$ cat config.mk
export PLATFORM = sky130hd
export DESIGN_NAME = filter_lookup_arb
export DESIGN_NICKNAME = d
export VERILOG_FILES = /design/src/rtl/filter_lookup_arb.sv
export SDC_FILE = /design/constraint.sdc
export NUM_CORES = 1
export LEC_CHECK = 0
export CORE_AREA = 8 8 226 228
export CTS_BUF_LIST = sky130_fd_sc_hd__clkbuf_4
export CTS_CLUSTER_SIZE = 10
export DETAILED_ROUTE_END_ITERATION = 10
export DIE_AREA = 0 0 234 236
export GPL_ROUTABILITY_DRIVEN = 0
export RECOVER_POWER = 100
export SKIP_LAST_GASP = 1
export SLEW_MARGIN = 20
export SYNTH_ARGS = -nofsm -noshare
export SYNTH_HDL_FRONTEND = slang
export SYNTH_SLANG_ARGS = --single-unit
$ cat constraint.sdc
create_clock -name axi_aclk -period 5 [get_ports axi_aclk]
set_input_delay 1 -clock axi_aclk [delete_from_list [all_inputs] [get_ports axi_aclk]]
set_output_delay 1 -clock axi_aclk [all_outputs]
set_load 0.02 [all_outputs]
$ cat src/rtl/filter_lookup_arb.sv
// rtl/filter_lookup_arb.sv - round-robin arbiter sharing one filter lookup engine among NUM_REQ parsers
// Optional watchdog in WAIT is built only when FILTER_ARB_TIMEOUT_EN is defined.
module filter_lookup_arb #(
  parameter int NUM_REQ        = 4,
  parameter int IP_ADDR_LEN    = 32,
  parameter int PORT_LEN       = 16,
  parameter int TIMEOUT_CYCLES = 16
) (
  input  logic                          axi_aclk,
  input  logic                          axi_reset,
  input  logic [NUM_REQ-1:0]            req_valid,
  input  logic [NUM_REQ*IP_ADDR_LEN-1:0] req_src_ip,
  input  logic [NUM_REQ*IP_ADDR_LEN-1:0] req_dst_ip,
  input  logic [NUM_REQ*PORT_LEN-1:0]   req_src_port,
  input  logic [NUM_REQ*PORT_LEN-1:0]   req_dst_port,
  input  logic [NUM_REQ-1:0]            req_clear,
  output logic [NUM_REQ-1:0]            verdict_valid,
  output logic [NUM_REQ-1:0]            verdict_send,
  output logic                          eng_hdr_rd,
  output logic                          eng_hdr_clear,
  output logic [IP_ADDR_LEN-1:0]        eng_src_ip,
  output logic [IP_ADDR_LEN-1:0]        eng_dst_ip,
  output logic [PORT_LEN-1:0]           eng_src_port,
  output logic [PORT_LEN-1:0]           eng_dst_port,
  input  logic                          eng_send,
  input  logic                          eng_send_rd,
  output logic [31:0]                   lookup_count,
  output logic [31:0]                   drop_count,
  output logic [31:0]                   timeout_count
);

  localparam int PTR_W = (NUM_REQ > 1) ? $clog2(NUM_REQ) : 1;

  typedef enum logic [1:0] {IDLE, ISSUE, WAIT, CLEAR} state_t;

  state_t             state;
  logic [PTR_W-1:0]   rr_ptr;
  logic [PTR_W-1:0]   cur;
  logic               wait_first;
  logic [NUM_REQ-1:0] eligible;
  logic               grant_found;
  logic [PTR_W-1:0]   grant_idx;

`ifdef FILTER_ARB_TIMEOUT_EN
  localparam int WC_W = $clog2(TIMEOUT_CYCLES + 1);
  logic [WC_W-1:0] wait_cnt;
`else
  logic unused_timeout_cfg;
  assign unused_timeout_cfg = (TIMEOUT_CYCLES == 0);
  assign timeout_count = '0;
`endif

  // A requester holding an unconsumed verdict is skipped so it cannot hog the engine.
  assign eligible = req_valid & ~verdict_valid;

  always_comb begin
    grant_found = 1'b0;
    grant_idx   = '0;
    for (int k = 0; k < NUM_REQ; k++) begin
      if (!grant_found && eligible[(int'(rr_ptr) + k) % NUM_REQ]) begin
        grant_found = 1'b1;
        grant_idx   = PTR_W'((int'(rr_ptr) + k) % NUM_REQ);
      end
    end
  end

  always_ff @(posedge axi_aclk) begin
    if (axi_reset) begin
      state         <= IDLE;
      rr_ptr        <= '0;
      cur           <= '0;
      wait_first    <= 1'b0;
      eng_hdr_rd    <= 1'b0;
      eng_hdr_clear <= 1'b0;
      eng_src_ip    <= '0;
      eng_dst_ip    <= '0;
      eng_src_port  <= '0;
      eng_dst_port  <= '0;
      verdict_valid <= '0;
      verdict_send  <= '0;
      lookup_count  <= '0;
      drop_count    <= '0;
`ifdef FILTER_ARB_TIMEOUT_EN
      wait_cnt      <= '0;
      timeout_count <= '0;
`endif
    end else begin
      eng_hdr_rd    <= 1'b0;
      eng_hdr_clear <= 1'b0;

      for (int i = 0; i < NUM_REQ; i++) begin
        if (req_clear[i] && verdict_valid[i]) begin
          verdict_valid[i] <= 1'b0;
          verdict_send[i]  <= 1'b0;
        end
      end

      case (state)
        IDLE: begin
          if (grant_found) begin
            cur          <= grant_idx;
            eng_src_ip   <= req_src_ip[int'(grant_idx)*IP_ADDR_LEN +: IP_ADDR_LEN];
            eng_dst_ip   <= req_dst_ip[int'(grant_idx)*IP_ADDR_LEN +: IP_ADDR_LEN];
            eng_src_port <= req_src_port[int'(grant_idx)*PORT_LEN +: PORT_LEN];
            eng_dst_port <= req_dst_port[int'(grant_idx)*PORT_LEN +: PORT_LEN];
            rr_ptr       <= (grant_idx == PTR_W'(NUM_REQ - 1)) ? '0 : grant_idx + PTR_W'(1);
            eng_hdr_rd   <= 1'b1;
            state        <= ISSUE;
          end
        end
        ISSUE: begin
          wait_first <= 1'b1;
`ifdef FILTER_ARB_TIMEOUT_EN
          wait_cnt   <= '0;
`endif
          state      <= WAIT;
        end
        WAIT: begin
          wait_first <= 1'b0;
`ifdef FILTER_ARB_TIMEOUT_EN
          wait_cnt   <= wait_cnt + WC_W'(1);
`endif
          // The engine's verdict-ready from the previous lookup can linger; skip the first WAIT cycle.
          if (!wait_first && eng_send_rd) begin
            verdict_valid[cur] <= 1'b1;
            verdict_send[cur]  <= eng_send;
            lookup_count       <= lookup_count + 32'd1;
            if (!eng_send) drop_count <= drop_count + 32'd1;
            eng_hdr_clear      <= 1'b1;
            state              <= CLEAR;
          end
`ifdef FILTER_ARB_TIMEOUT_EN
          else if (wait_cnt == WC_W'(TIMEOUT_CYCLES - 1)) begin
            verdict_valid[cur] <= 1'b1;
            verdict_send[cur]  <= 1'b0;
            timeout_count      <= timeout_count + 32'd1;
            drop_count         <= drop_count + 32'd1;
            eng_hdr_clear      <= 1'b1;
            state              <= CLEAR;
          end
`endif
        end
        CLEAR: begin
          state <= IDLE;
        end
        default: begin
          state <= IDLE;
        end
      endcase
    end
  end

endmodule
==> impl_summary.md <==
Worst hold path
The path with the worst hold slack has its endpoint at verdict_send[3]. The worst hold path passes through 2 cells. The path class of the tightest hold or removal check is reg2reg. The startpoint identified for the worst hold timing path is verdict_send[3].

Floorplan
After floorplanning, the core was sized to cover 47350 sq um. From left edge to right edge, the die measures 234 um. In this run the vertical extent of the chip is 236 um. The number of placement rows is 80. The initial core utilization is 17.86%. The floorplan step defined a die boundary enclosing 55220 sq um. The count of boundary I/O pins is 598.

Place
Input and output buffers added on the ports amount to 565. The wire-length estimate of the detail-placed layout is 37.89 mm.

Logic synthesis
Dividing the synthesized area by the synthesized cell count gives 9.232 sq um. The number of register bits inferred by synthesis is 177. In this run the biggest area consumer among cell types represents 41.90% of the synthesized area. Counting instances in the post-synthesis netlist gives the leading cell types as sky130_fd_sc_hd__dfxtp_1 (177), sky130_fd_sc_hd__nand2_1 (127), sky130_fd_sc_hd__a32oi_1 (97). After synthesis, flip-flops and latches occupy 41.90% of the total area. The share of flip-flops with an asynchronous set or reset after synthesis is 0%. The cell accounting for the most synthesized area is sky130_fd_sc_hd__dfxtp_1. sky130_fd_sc_hd__dfxtp_1 is the most common cell in the netlist. Yosys printed 0 warnings. The gate count of the mapped netlist is 916. The dominant synthesized flop cell is sky130_fd_sc_hd__dfxtp_1. In this run, synthesis inferred 0 flip-flops with an integrated enable. The mapped netlist covers 8457 sq um. After synthesis, the netlist uses 49 different library cells. Ranked by total cell area, the synthesized netlist is headed by sky130_fd_sc_hd__dfxtp_1 (42%), sky130_fd_sc_hd__a222oi_1 (11%), sky130_fd_sc_hd__a32oi_1 (10%).

Power and ir drop
The cell leakage power is 5.924 nW. The power per cell area is 397.3 nW/um^2. The worst-case vdd ir drop is 0.2071 mV.

GRT
For this run, the total global-route usage over all layers was measured as 16.46%. The number of antenna violations at the first check in global routing came to 25. The global-route wire length before repair is 67.94 mm.

The total overflow left after global routing is 0. Entering global routing, the biggest net connects 97 pins. The via count of the first global-routing pass is 9962.

STA
The total setup violations reported at the end of the flow is 0. The share of the cycle needed by the critical path after routing is 74.98%. The post-route clock skew is 0.03370 ns.

The clock period could shrink to 3.749 ns. The worst slew slack as a fraction of its limit is -17.73%. Setup repair after global routing left no endpoint under its margin. The worst-margin pin slew is 1.766 ns.

The final hold violation count is 0. The final number of max-transition violations was 32. The timing-limited maximum frequency is 0.2667 GHz. The accumulated negative setup slack is 0 ns. The tightest hold margin is 0.4981 ns.

Final layout
After filler insertion, the fill cell instance count of the layout stands at 5014. The combined flip-flop and latch cell area is 3543 sq um. For this run, the share of the core covered by cells in the final layout is 31.42%. Of the cells placed in the final design, the portion with a size suffix greater than 1 is 3.601%. The final layout contains 1832 nets. The multi-input logic area is 4362 sq um.

The area growth from synthesis to layout is 75.93%.

Setup path
The kind of launch point of the worst setup path is a primary input. The worst endpoint data arrival time is 4.42 ns. The number of cells on the worst reg-to-reg path is 6. The required time reported for the critical path endpoint is 5.67 ns. The worst setup path is captured at a flip-flop.

The setup path with the least slack is of type in2reg. The terminus of the critical flop-to-flop path is eng_src_ip[4]. Along the worst path, the maximum fanout reaches 31. The setup slack on the worst flop-to-flop path is 1.50 ns. The startpoint identified for the worst register-to-register timing path is verdict_valid[2].

Clocking
The number of hold buffers added after CTS is 0. The number of buffers on the longest clock path is 2. The CTS buffer count is 17. The number of post-CTS setup repair buffers is 0. The register clock-pin slew on the reported worst setup and hold paths is 0.20 ns. The clock tree from TritonCTS is done. The clock reaches the later pin of the worst-skew pair after 0.73 ns. The number of resized instances in the post-cts repair step is 0. Clock tree synthesis selected as its root buffer the cell sky130_fd_sc_hd__clkbuf_4. The H-tree generated during clock tree synthesis spans 4 levels.

The clock net in this run drives a total of 177 sinks.

Drt
After the first detailed-routing iteration, the DRC count stood at 978. The first detailed-routing pass ran for 11 iterations. The ratio of routed vias to standard cells is 4.801.

The average detailed-routed wire length per instance is 23.33 um. Across all layers, the routed design uses 9971 vias. After detailed routing, the total wire length is 48.47 mm.

The number of DRC violations after detailed routing is 8. The count of nets left with antenna violations once routing finished came out at 0.

Status
The final reports fail on design-rule violations, max-capacitance violations, max-slew violations. The run finished, with violations left.

Flow run
The count of max-cap constraint violations is 1.
[power by group]
group	total, mW	switching [mW]	leakage, nW	internal (mW)
combinational	2.85	1.65	4.30	1.20
sequential	2.08	0.262	1.45	1.82
clock	0.973	0.707	0.179	0.266
[routing by layer]
metal  up-vias  track usage (%)  wire, um
met2       522            27.26     23360
met1      4777            17.64     17640
met3        79            6.926      5629
met4        10            8.640      1774
met5         -                0        60
li1       4583                -         -
[cell type report]
cell class | instances | area share [%]
multi-input combinational | 649 | 29.32
clock inverter | 15 | 1.463
inverter | 7 | 0.1766
sequential | 177 | 23.82
tap | 615 | 5.172
antenna | 18 | 0.3028
timing repair buffer | 579 | 38.90
clock buffer | 17 | 0.8578
[layout by cell type (no fill, tap or decap), types with 12 or more instances in the layout]
cell                                n
sky130_fd_sc_hd__clkdlybuf4s50_1  391
sky130_fd_sc_hd__nand4_1           25
sky130_fd_sc_hd__nand3_1           27
sky130_fd_sc_hd__a222oi_1          96
sky130_fd_sc_hd__diode_2           18
sky130_fd_sc_hd__a32oi_1           97
sky130_fd_sc_hd__and3_1            12
sky130_fd_sc_hd__clkbuf_4          17
sky130_fd_sc_hd__nand2_1          127
sky130_fd_sc_hd__dfxtp_1          177
sky130_fd_sc_hd__dlygate4sd3_1    173
sky130_fd_sc_hd__conb_1            32
sky130_fd_sc_hd__a21oi_1           21
sky130_fd_sc_hd__xor2_1            46
sky130_fd_sc_hd__nor2_1            70
[sequential cells by signal, indices dropped and copies added (netlist names), 2 cells and up]
name	count
cur	2
drop_count	32
eng_dst_ip	32
eng_dst_port	16
eng_src_ip	32
eng_src_port	16
lookup_count	32
rr_ptr	2
state	2
verdict_send	4
verdict_valid	4
[worst max path at each step]
stage                           startpoint                to  slack [ns]  depth (start not counted)
final                         req_valid[2]     eng_src_ip[4]        1.25                          7
after floorplan               req_valid[0]    eng_dst_ip[22]        2.54                          7
after global placement        req_valid[0]    eng_dst_ip[11]        1.64                          7
after detailed placement       eng_send_rd  lookup_count[30]        1.61                          6
after global routing          req_valid[2]     eng_src_ip[4]        1.05                          7
after CTS                 verdict_valid[0]  verdict_valid[0]        1.88                          1
[cell families (layout without fill, tap and decap cells)]
| logic type | after synthesis | in the layout | share of synthesized area (%) |
|---|---|---|---|
| flip-flops | 177 | 177 | 41.90 |
| adder cells (fa/ha/maj) | 5 | 5 | 0.7398 |
| AND/OR/NAND/NOR | 315 | 315 | 17.71 |
| buffers and inverters | 121 | 618 | 8.197 |
| other | 1 | 50 | 0.04434 |
| XOR/XNOR | 57 | 57 | 5.903 |
| AO/OA/AOI/OAI | 238 | 238 | 25.27 |
| multiplexers | 2 | 2 | 0.2367 |
[through the flow]
step                cell area, sq um  total power, mW  worst slack [ns]  instances
floorplan                       8573            3.586             2.544        947
global placement               14520            5.114             1.640       2027
detailed placement             14520            5.151             1.608       2027
CTS                            14860            6.166             1.877       2059
global route                   14870            6.240             1.053       2075
finish                         14880            5.911             1.251       2077
[worst max-delay path, cell delays in order]
cell	delay [ns]
sky130_fd_sc_hd__dlygate4sd3_1	0.55
sky130_fd_sc_hd__nand2b_1	0.31
sky130_fd_sc_hd__o21ai_0	0.28
sky130_fd_sc_hd__a2111oi_4	0.54
sky130_fd_sc_hd__clkbuf_1	1.31
sky130_fd_sc_hd__a222oi_1	0.26
sky130_fd_sc_hd__nand2_1	0.13
Note: power is estimated with default switching activity, not from simulation.
